===== config.mk =====
export PLATFORM = sky130hd
export DESIGN_NAME = mac_feeder_flat
export DESIGN_NICKNAME = d
export VERILOG_FILES = /design/src/rtl/mac_feeder_if.sv /design/src/rtl/mac_feeder.sv /design/src/flat_wrapper.sv
export SDC_FILE = /design/constraint.sdc
export NUM_CORES = 1
export LEC_CHECK = 0
export ABC_CLOCK_PERIOD_IN_PS = 1500
export CAP_MARGIN = 25
export CORE_MARGIN = 4
export CORE_UTILIZATION = 50
export DETAILED_ROUTE_END_ITERATION = 6
export DONT_BUFFER_PORTS = 1
export PLACE_DENSITY = 0.68
export SYNTH_ARGS = -nofsm -noshare
export SYNTH_HDL_FRONTEND = slang
export SYNTH_SLANG_ARGS = --single-unit
export TNS_END_PERCENT = 5

===== constraint.sdc =====
create_clock -name clk -period 1.5 [get_ports clk]
set_input_delay 0.15 -clock clk [delete_from_list [all_inputs] [get_ports clk]]
set_output_delay 0.15 -clock clk [all_outputs]
set_load 0.05 [all_outputs]

===== src/rtl/mac_feeder_if.sv =====
// Handshake and wrapper-lane bundle between mac_feeder (slave) and its environment (master).
interface mac_feeder_if #(
    parameter int unsigned bw      = 4,
    parameter int unsigned psum_bw = 16,
    parameter int unsigned len_bw  = 8
);
    logic                start;
    logic [len_bw-1:0]   len;
    logic                in_valid;
    logic                in_ready;
    logic [bw-1:0]       in_x;
    logic [bw-1:0]       in_w;
    logic [bw-1:0]       x0, x1, x2, x3;
    logic [bw-1:0]       w0, w1, w2, w3;
    logic [psum_bw-1:0]  psum_in;
    logic [psum_bw-1:0]  mac_out;
    logic                out_valid;
    logic                out_ready;
    logic [psum_bw-1:0]  out_data;
    logic                busy;
    logic                chk_err;

    modport slave (
        input  start, len, in_valid, in_x, in_w, mac_out, out_ready,
        output in_ready, x0, x1, x2, x3, w0, w1, w2, w3, psum_in,
               out_valid, out_data, busy, chk_err
    );

    modport master (
        output start, len, in_valid, in_x, in_w, mac_out, out_ready,
        input  in_ready, x0, x1, x2, x3, w0, w1, w2, w3, psum_in,
               out_valid, out_data, busy, chk_err
    );
endinterface


===== src/rtl/mac_feeder.sv =====
// Packs serial (x, w) pairs into 4 MAC lanes, accumulates wrapper results over len groups.
// Optional MAC_FEEDER_SELFCHECK_EN builds a reference that flags wrapper mismatches on chk_err.
module mac_feeder #(
    parameter int unsigned bw      = 4,
    parameter int unsigned psum_bw = 16,
    parameter int unsigned len_bw  = 8
) (
    input logic         clk,
    input logic         reset_n,
    mac_feeder_if.slave bus
);

    typedef enum logic [1:0] {StIdle, StFill, StIssue, StDone} state_t;

    state_t              state_q;
    logic [bw-1:0]       lane_x [4];
    logic [bw-1:0]       lane_w [4];
    logic [1:0]          idx_q;
    logic [len_bw-1:0]   cnt_q;
    logic [len_bw-1:0]   len_q;
    logic [psum_bw-1:0]  acc_q;
    logic                in_ready_q;
    logic                out_valid_q;
    logic                busy_q;
    logic [len_bw-1:0]   cnt_inc;

    assign cnt_inc = cnt_q + len_bw'(1);

    always_ff @(posedge clk or negedge reset_n) begin
        if (!reset_n) begin
            state_q     <= StIdle;
            for (int i = 0; i < 4; i++) begin
                lane_x[i] <= '0;
                lane_w[i] <= '0;
            end
            idx_q       <= '0;
            cnt_q       <= '0;
            len_q       <= '0;
            acc_q       <= '0;
            in_ready_q  <= 1'b0;
            out_valid_q <= 1'b0;
            busy_q      <= 1'b0;
        end else begin
            unique case (state_q)
                StIdle: begin
                    if (bus.start) begin
                        acc_q  <= '0;
                        cnt_q  <= '0;
                        idx_q  <= '0;
                        len_q  <= bus.len;
                        busy_q <= 1'b1;
                        if (bus.len == '0) begin
                            state_q     <= StDone;
                            out_valid_q <= 1'b1;
                        end else begin
                            state_q    <= StFill;
                            in_ready_q <= 1'b1;
                        end
                    end
                end
                StFill: begin
                    if (bus.in_valid) begin
                        lane_x[idx_q] <= bus.in_x;
                        lane_w[idx_q] <= bus.in_w;
                        // 2-bit index wraps back to lane 0 after the 4th accept
                        idx_q         <= idx_q + 2'd1;
                        if (idx_q == 2'd3) begin
                            state_q    <= StIssue;
                            in_ready_q <= 1'b0;
                        end
                    end
                end
                StIssue: begin
                    acc_q <= bus.mac_out;
                    cnt_q <= cnt_inc;
                    if (cnt_inc == len_q) begin
                        state_q     <= StDone;
                        out_valid_q <= 1'b1;
                    end else begin
                        state_q    <= StFill;
                        in_ready_q <= 1'b1;
                    end
                end
                StDone: begin
                    if (bus.out_ready) begin
                        state_q     <= StIdle;
                        out_valid_q <= 1'b0;
                        busy_q      <= 1'b0;
                    end
                end
                default: state_q <= StIdle;
            endcase
        end
    end

    assign bus.in_ready  = in_ready_q;
    assign bus.out_valid = out_valid_q;
    assign bus.out_data  = acc_q;
    assign bus.busy      = busy_q;
    assign bus.psum_in   = acc_q;
    assign bus.x0        = lane_x[0];
    assign bus.x1        = lane_x[1];
    assign bus.x2        = lane_x[2];
    assign bus.x3        = lane_x[3];
    assign bus.w0        = lane_w[0];
    assign bus.w1        = lane_w[1];
    assign bus.w2        = lane_w[2];
    assign bus.w3        = lane_w[3];

`ifdef MAC_FEEDER_SELFCHECK_EN
    logic [psum_bw-1:0] ref_sum;
    logic               chk_err_q;

    // Low psum_bw bits of the extended product are exact modulo 2^psum_bw.
    function automatic logic [psum_bw-1:0] lane_prod(input logic [bw-1:0] x,
                                                     input logic [bw-1:0] w);
        logic signed [psum_bw-1:0] xs;
        logic signed [psum_bw-1:0] ws;
        xs = $signed({{(psum_bw - bw){1'b0}}, x});
        ws = $signed({{(psum_bw - bw){w[bw-1]}}, w});
        return xs * ws;
    endfunction

    always_comb begin
        ref_sum = acc_q;
        for (int i = 0; i < 4; i++) begin
            ref_sum = ref_sum + lane_prod(lane_x[i], lane_w[i]);
        end
    end

    always_ff @(posedge clk or negedge reset_n) begin
        if (!reset_n) begin
            chk_err_q <= 1'b0;
        end else if (state_q == StIdle && bus.start) begin
            chk_err_q <= 1'b0;
        end else if (state_q == StIssue && ref_sum != bus.mac_out) begin
            chk_err_q <= 1'b1;
        end
    end

    assign bus.chk_err = chk_err_q;
`else
    assign bus.chk_err = 1'b0;
`endif

endmodule


===== src/flat_wrapper.sv =====
// flat-port wrapper written by rule: the top's interface ports become plain ports
module mac_feeder_flat 
#(
    parameter int unsigned bw      = 4,
    parameter int unsigned psum_bw = 16,
    parameter int unsigned len_bw  = 8
)
  (clk, reset_n, bus_start, bus_len, bus_in_valid, bus_in_x, bus_in_w, bus_mac_out, bus_out_ready, bus_in_ready, bus_x0, bus_x1, bus_x2, bus_x3, bus_w0, bus_w1, bus_w2, bus_w3, bus_psum_in, bus_out_valid, bus_out_data, bus_busy, bus_chk_err);
  mac_feeder_if #(.bw(bw), .psum_bw(psum_bw), .len_bw(len_bw)) bus_i ();
  input logic clk;
  input logic reset_n;
  input wire logic [$bits(bus_i.start)-1:0] bus_start;
  input wire logic [$bits(bus_i.len)-1:0] bus_len;
  input wire logic [$bits(bus_i.in_valid)-1:0] bus_in_valid;
  input wire logic [$bits(bus_i.in_x)-1:0] bus_in_x;
  input wire logic [$bits(bus_i.in_w)-1:0] bus_in_w;
  input wire logic [$bits(bus_i.mac_out)-1:0] bus_mac_out;
  input wire logic [$bits(bus_i.out_ready)-1:0] bus_out_ready;
  output wire logic [$bits(bus_i.in_ready)-1:0] bus_in_ready;
  output wire logic [$bits(bus_i.x0)-1:0] bus_x0;
  output wire logic [$bits(bus_i.x1)-1:0] bus_x1;
  output wire logic [$bits(bus_i.x2)-1:0] bus_x2;
  output wire logic [$bits(bus_i.x3)-1:0] bus_x3;
  output wire logic [$bits(bus_i.w0)-1:0] bus_w0;
  output wire logic [$bits(bus_i.w1)-1:0] bus_w1;
  output wire logic [$bits(bus_i.w2)-1:0] bus_w2;
  output wire logic [$bits(bus_i.w3)-1:0] bus_w3;
  output wire logic [$bits(bus_i.psum_in)-1:0] bus_psum_in;
  output wire logic [$bits(bus_i.out_valid)-1:0] bus_out_valid;
  output wire logic [$bits(bus_i.out_data)-1:0] bus_out_data;
  output wire logic [$bits(bus_i.busy)-1:0] bus_busy;
  output wire logic [$bits(bus_i.chk_err)-1:0] bus_chk_err;
  assign bus_i.start = bus_start;
  assign bus_i.len = bus_len;
  assign bus_i.in_valid = bus_in_valid;
  assign bus_i.in_x = bus_in_x;
  assign bus_i.in_w = bus_in_w;
  assign bus_i.mac_out = bus_mac_out;
  assign bus_i.out_ready = bus_out_ready;
  assign bus_in_ready = bus_i.in_ready;
  assign bus_x0 = bus_i.x0;
  assign bus_x1 = bus_i.x1;
  assign bus_x2 = bus_i.x2;
  assign bus_x3 = bus_i.x3;
  assign bus_w0 = bus_i.w0;
  assign bus_w1 = bus_i.w1;
  assign bus_w2 = bus_i.w2;
  assign bus_w3 = bus_i.w3;
  assign bus_psum_in = bus_i.psum_in;
  assign bus_out_valid = bus_i.out_valid;
  assign bus_out_data = bus_i.out_data;
  assign bus_busy = bus_i.busy;
  assign bus_chk_err = bus_i.chk_err;
  mac_feeder #(.bw(bw), .psum_bw(psum_bw), .len_bw(len_bw)) u_core (.clk(clk), .reset_n(reset_n), .bus(bus_i));
endmodule

# After elaboration in Yosys (flattened, before gate mapping)
# Cells that the tools add are included.
totals:
  reg_bits: 71
  output_inout_bits: 68
  elab_cells: 81
op_classes:
  addsub: 2
  n_lt_le_gt_ge: 2
  n_eq_ne: 13
  mux: 31
  bitwise: 1
  reduce_logical: 16
op_table:
  columns: ["cell", "n"]
  rows:
  - ["16-bit bitwise mux", 2]
  - ["16-bit case mux with 2 select lines", 1]
  - ["16-bit 2-to-1 mux", 1]
  - ["2-bit 2-to-1 mux", 8]
  - ["8-bit case mux with 2 select lines", 1]
  - ["1-bit 2-to-1 mux", 10]
  - ["2-bit inequality test, second input constant", 5]
  - ["8-bit by 1-bit adder with 8-bit output, second input constant", 1]
  - ["4-bit demux with 2-bit select", 1]
  - ["8-bit equality test", 1]
  - ["8-bit logical NOT", 1]
  - ["8-bit 2-to-1 mux", 1]
  - ["2-bit case mux with 4 select lines", 1]
  - ["2-bit equality test, second input constant", 3]
  - ["2-bit by 1-bit inequality test with 1-bit output, second input constant", 3]
  - ["1-bit case mux with 3 select lines", 2]
  - ["2-bit AND reduction", 3]
  - ["3-bit AND reduction", 2]
  - ["6-bit AND reduction", 1]
  - ["2-bit nonzero test", 3]
  - ["3-bit nonzero test", 2]
  - ["5-bit AND reduction", 1]
  - ["4-bit 2-to-1 mux", 1]
  - ["2-bit case mux with 2 select lines", 1]
  - ["9 further kinds", 9]

# Longest topological paths before layout
logic_depth:
  ltp_word: 6
  mapped_depth: 6

# Least setup slack after synthesis
# OpenSTA, ideal clock, no wires.
synth_path:
  path_type: "register to register"
  start: "register u_core.cnt_q[0]"
  end: "register u_core.in_ready_q, in the netlist u_core.bus.in_ready"
  arrival_time_ns: 1.475
  slack_ns: -0.099
  path_stages_with_launch: 7
  n_path_buf: 0
  path_cell_list: "dfrtp_1 ha_1 nand3_1 xor2_1 xor2_1 nand4_1 a2bb2oi_1"
synth_via:
  elab_chain_len: 4
synth_lines:
  columns: ["item", "line_no", "text"]
  rows:
  - ["from (decl)", "mac_feeder.sv:19", "logic [len_bw-1:0] cnt_q;"]
  - ["from (signal assigned)", "mac_feeder.sv:75", "cnt_q <= cnt_inc;"]
  - ["8-bit by 1-bit adder with 8-bit output", "mac_feeder.sv:27", "assign cnt_inc = cnt_q + len_bw'(1);"]
  - ["8-bit equality test", "mac_feeder.sv:76", "if (cnt_inc == len_q) begin"]
  - ["2-bit inequality test (no source line)", null, null]
  - ["6-bit AND reduction (no source line)", null, null]
  - ["to (signal assigned)", "mac_feeder.sv:40", "in_ready_q <= 1'b0;"]
  - ["to (signal assigned)", "mac_feeder.sv:69", "in_ready_q <= 1'b0;"]
  - ["to (signal assigned)", "mac_feeder.sv:81", "in_ready_q <= 1'b1;"]
  - ["to (decl)", "mac_feeder.sv:22", "logic in_ready_q;"]
# No other way between the ends.
# A chain may end at the register's enable or synchronous reset.

# Final worst setup path
# Same ends and word-level chain as after synthesis.

==> results by group <==
Logic synthesis
  • Sequential-to-total area share from yosys stat: a little under three fifths
  • Post-synth top area share: between 50% and 60%
  • Flip-flop and latch count after synthesis: 71
  • Syn_area_per_cell: between 10 and 15 um^2
  • Cells after Synth: 250
  • Synth Cell Area: approximately 3200 um^2
  • Synth warnings: 0
  • Syn Nets: just under 300
  • Synth cell types: 40
  • Synth top area cells: dfrtp_1 55%, mux2_2 14%, a22o_1 5.2%
  • Largest area contributor in the netlist: dfrtp_1

Timing
  • Slew Viols, Final: 0
  • Final setup margin: 0.0256 ns
  • RSZ-0062 raised after global routing: true
  • Worst-margin pin slew: between 0.5 and 0.6 ns
  • Setup TNS Final: 0 ns
  • Final setup fails: 0
  • Fmax: just under 700 MHz
  • Rel. slew slack: between 60% and 70%
  • Final worst path period share: a little over nine tenths
  • Hold_ws: -0.497 ns
  • Final hold violations: between 70 and 80
  • Clock Skew: around 0.0077 ns
  • Final Critical Period: 1.47 ns

Pwr
  • Internal: approximately 0.0055 W
  • VDD IR max: about 0.0018 V
  • Sw Share: a little under half
  • Clock power frac: 15.5%
  • Pleak: between 1.5 and 2 nW
  • NetSw: between 0.004 and 0.005 W
  • Share of power burned in combinational logic: a little over half
  • Sequential power share: 31.5%
  • PwrDens: between 2000 and 2500 nW/um^2
  • Total power draw: ~0.010 W

Finish
  • NumNets Final: 378
  • # fillers: between 400 and 500
  • Diode count: 0
  • Layout area overhead: 35.0%
  • Most frequent cells in the layout: 65 x dfrtp_1, 59 x buf_4, 40 x mux2_2, 33 x dlygate4sd3_1, 19 x a22o_1
  • Design Area, Final: 4320 um^2
  • Commonest non-fill, non-tap cell in the layout: dfrtp_1
  • Post-route insts no fill: 416
  • Ratio of cells with drive above 1 in the final layout: 44.6%

Clock tree
  • CTS max path bufs: 2
  • Htree depth: 3
  • Clock Latency Late Sink: 0.33 ns
  • TritonCTS buffer count: 9
  • Hold-fix buffers at CTS: 33
  • CTS tree: done
  • CTS root buf: clkbuf_8
  • Clock Sinks: just over 70
  • Worst-path clk slew: around 0.080 ns

Place
  • DP Wirelength: approximately 4800 um
  • Worst slack, placed: -0.0204 ns
  • I/O Buffers: 0
  • DP Area: 3690 um^2
  • Gp weighted congestion: roughly 0.85
  • Post-placement cell count: around 370

Detailed routing
  • Final wirelength: between 7000 and 8000 um
  • Routed wire per std cell: 17.5 um
  • Initial DRC Count: between 60 and 70
  • Vias per cell: roughly 5.4
  • DRT antenna net count: 0
  • DRC violations left: 0
  • Drt first pass iters: 4
  • Via count: 2241

Setup path
  • Slowest stage delay, CP: between 0.4 and 0.5 ns
  • Critical Path, Cell by Cell: ha_4 > nand3_4 > xor2_4 > xor2_2 > nand4_1 > a2bb2oi_1
  • Critical-path top delay cell: dfrtp_2
  • CP endpoint kind: flip-flop
  • Arrival time at the worst endpoint: approximately 1.7 ns
  • WS Path Type: reg2reg
  • WP data required: around 1.7 ns
  • CP delay by family, top: flip-flops
  • Crit path from: u_core.cnt_q[0]
  • Worst Setup Start Kind: flip-flop
  • Critical path peak fanout: 4
  • Bufs and invs on worst path: 0
  • Reg2reg start: u_core.cnt_q[0]

Floorplanning
  • Die Span Y: about 88 um
  • Die Span X: 88.0 um
  • Initial Util: ~53%
  • Die Area: 7750 um^2
  • Row count: 28
  • I/O pins: roughly 110
  • Core Region: ~6100 um^2

Global routing
  • Largest net degree at the start of global routing: around 70
  • First-pass GRT wire length: between 10000 and 15000 um
  • Number of global-route vias before repair: approximately 2200
  • GRT Residual Overflow: 0
  • Initial antenna violation count: 0
  • GRT Total Usage: a little under a fifth

Run status
  • Violated checks: negative hold slack
  • Status: finished, violations left

Flow run
  • Max-cap violations: 0

Min path
  • Hold/Removal Path Class: in2async
-- routing by layer --
metal | wire, um | GRT usage [%]
met1 | 3170 | 25.3
met2 | 3510 | 30.3
met3 | 506 | 5.36
met4 | 79 | 5.77
met5 | 0 | 0
-- state kept, by name, indices dropped and copies added (netlist names), 2 cells and up --
signal / cells
u_core.bus.out_data: 16
u_core.bus.w0: 4
u_core.bus.w1: 4
u_core.bus.w2: 4
u_core.bus.w3: 4
u_core.bus.x0: 4
u_core.bus.x1: 4
u_core.bus.x2: 4
u_core.bus.x3: 4
u_core.cnt_q: 8
u_core.idx_q: 2
u_core.len_q: 8
u_core.state_q: 2
-- Yosys cell counts (all sizes together) --
library cell   n
a21oi          2
and3           1
nor2           8
ha             5
a22o          19
nand2b         1
nor3           2
a2bb2oi        1
a22oi          1
mux2i          1
o211ai         1
mux2          40
inv            5
nand4          3
or4            2
nor2b          2
nand2         18
o21ai         18
a21o           1
xor2           8
o21bai         1
a221o          1
o22ai          1
nand3          6
and2           1
conb           1
dfrtp         71
xnor2          6
buf           23
-- power groups by stage --
stage / Sequential, W / Clock (W) / Combinational, W
after floorplan: 0.00532 / 0 / 0.00210
after global placement: 0.00327 / 0 / 0.00538
after detailed placement: 0.00332 / 0 / 0.00544
after CTS: 0.00328 / 0.00166 / 0.00554
after global routing: 0.00339 / 0.00176 / 0.00579
final: 0.00330 / 0.00162 / 0.00553
-- cell families (layout without fill, tap and decap cells) --
kind of cell | after synthesis | in the layout | share of synthesized area, %
and+or+nand+nor | 44 | 44 | 8.52
muxes | 41 | 41 | 14.4
adders and majority gates | 5 | 5 | 1.95
DFF | 71 | 71 | 55.5
xor gates and xnor gates | 14 | 14 | 3.83
buffers and inverters | 28 | 119 | 5.51
other | 1 | 1 | 0.117
AOI/OAI and AO/OA | 46 | 46 | 10.2
-- worst paths after layout --
| kind | end | slack [ns] | depth (start not counted) |
|---|---|---|---|
| min reg2reg | u_core.bus.w2[1] | 0.51 | 1 |
| max reg2reg | u_core.bus.in_ready | 0.03 | 6 |
| max | u_core.bus.in_ready | 0.03 | 6 |
| min | u_core.bus.x1[1] | -0.50 | 0 |
| min in group clk | u_core.bus.busy | 0.04 | 2 |
| max in group asynchronous | u_core.cnt_q[4] | 1.88 | 0 |
-- metrics by stage --
step | hold WS [ns] | utilization [%]
global route | -0.527 | 71.3
global placement | -0.144 | 60.9
floorplan | -0.146 | -
CTS | -0.514 | 70.2
finish | -0.497 | 71.3
detailed placement | -0.144 | 60.9
-- timing repair --
item,4_1_cts,5_1_grt
hold endpoints to repair,128,71
setup endpoints to repair,2,21
setup buffers,0,1
pin swaps,1,9
gates resized for setup,2,14
-- area by class of cell --
class / count / area, um^2 / area share [%]
sequential: 71 / 1780 / 41.3
multi-input combinational: 151 / 1330 / 30.9
timing repair buffer: 98 / 876 / 20.3
clock buffer: 12 / 165 / 3.82
tap: 75 / 93.8 / 2.17
clock inverter: 4 / 51.3 / 1.19
inverter: 5 / 18.8 / 0.434
Note: power is estimated with default switching activity, not from simulation.
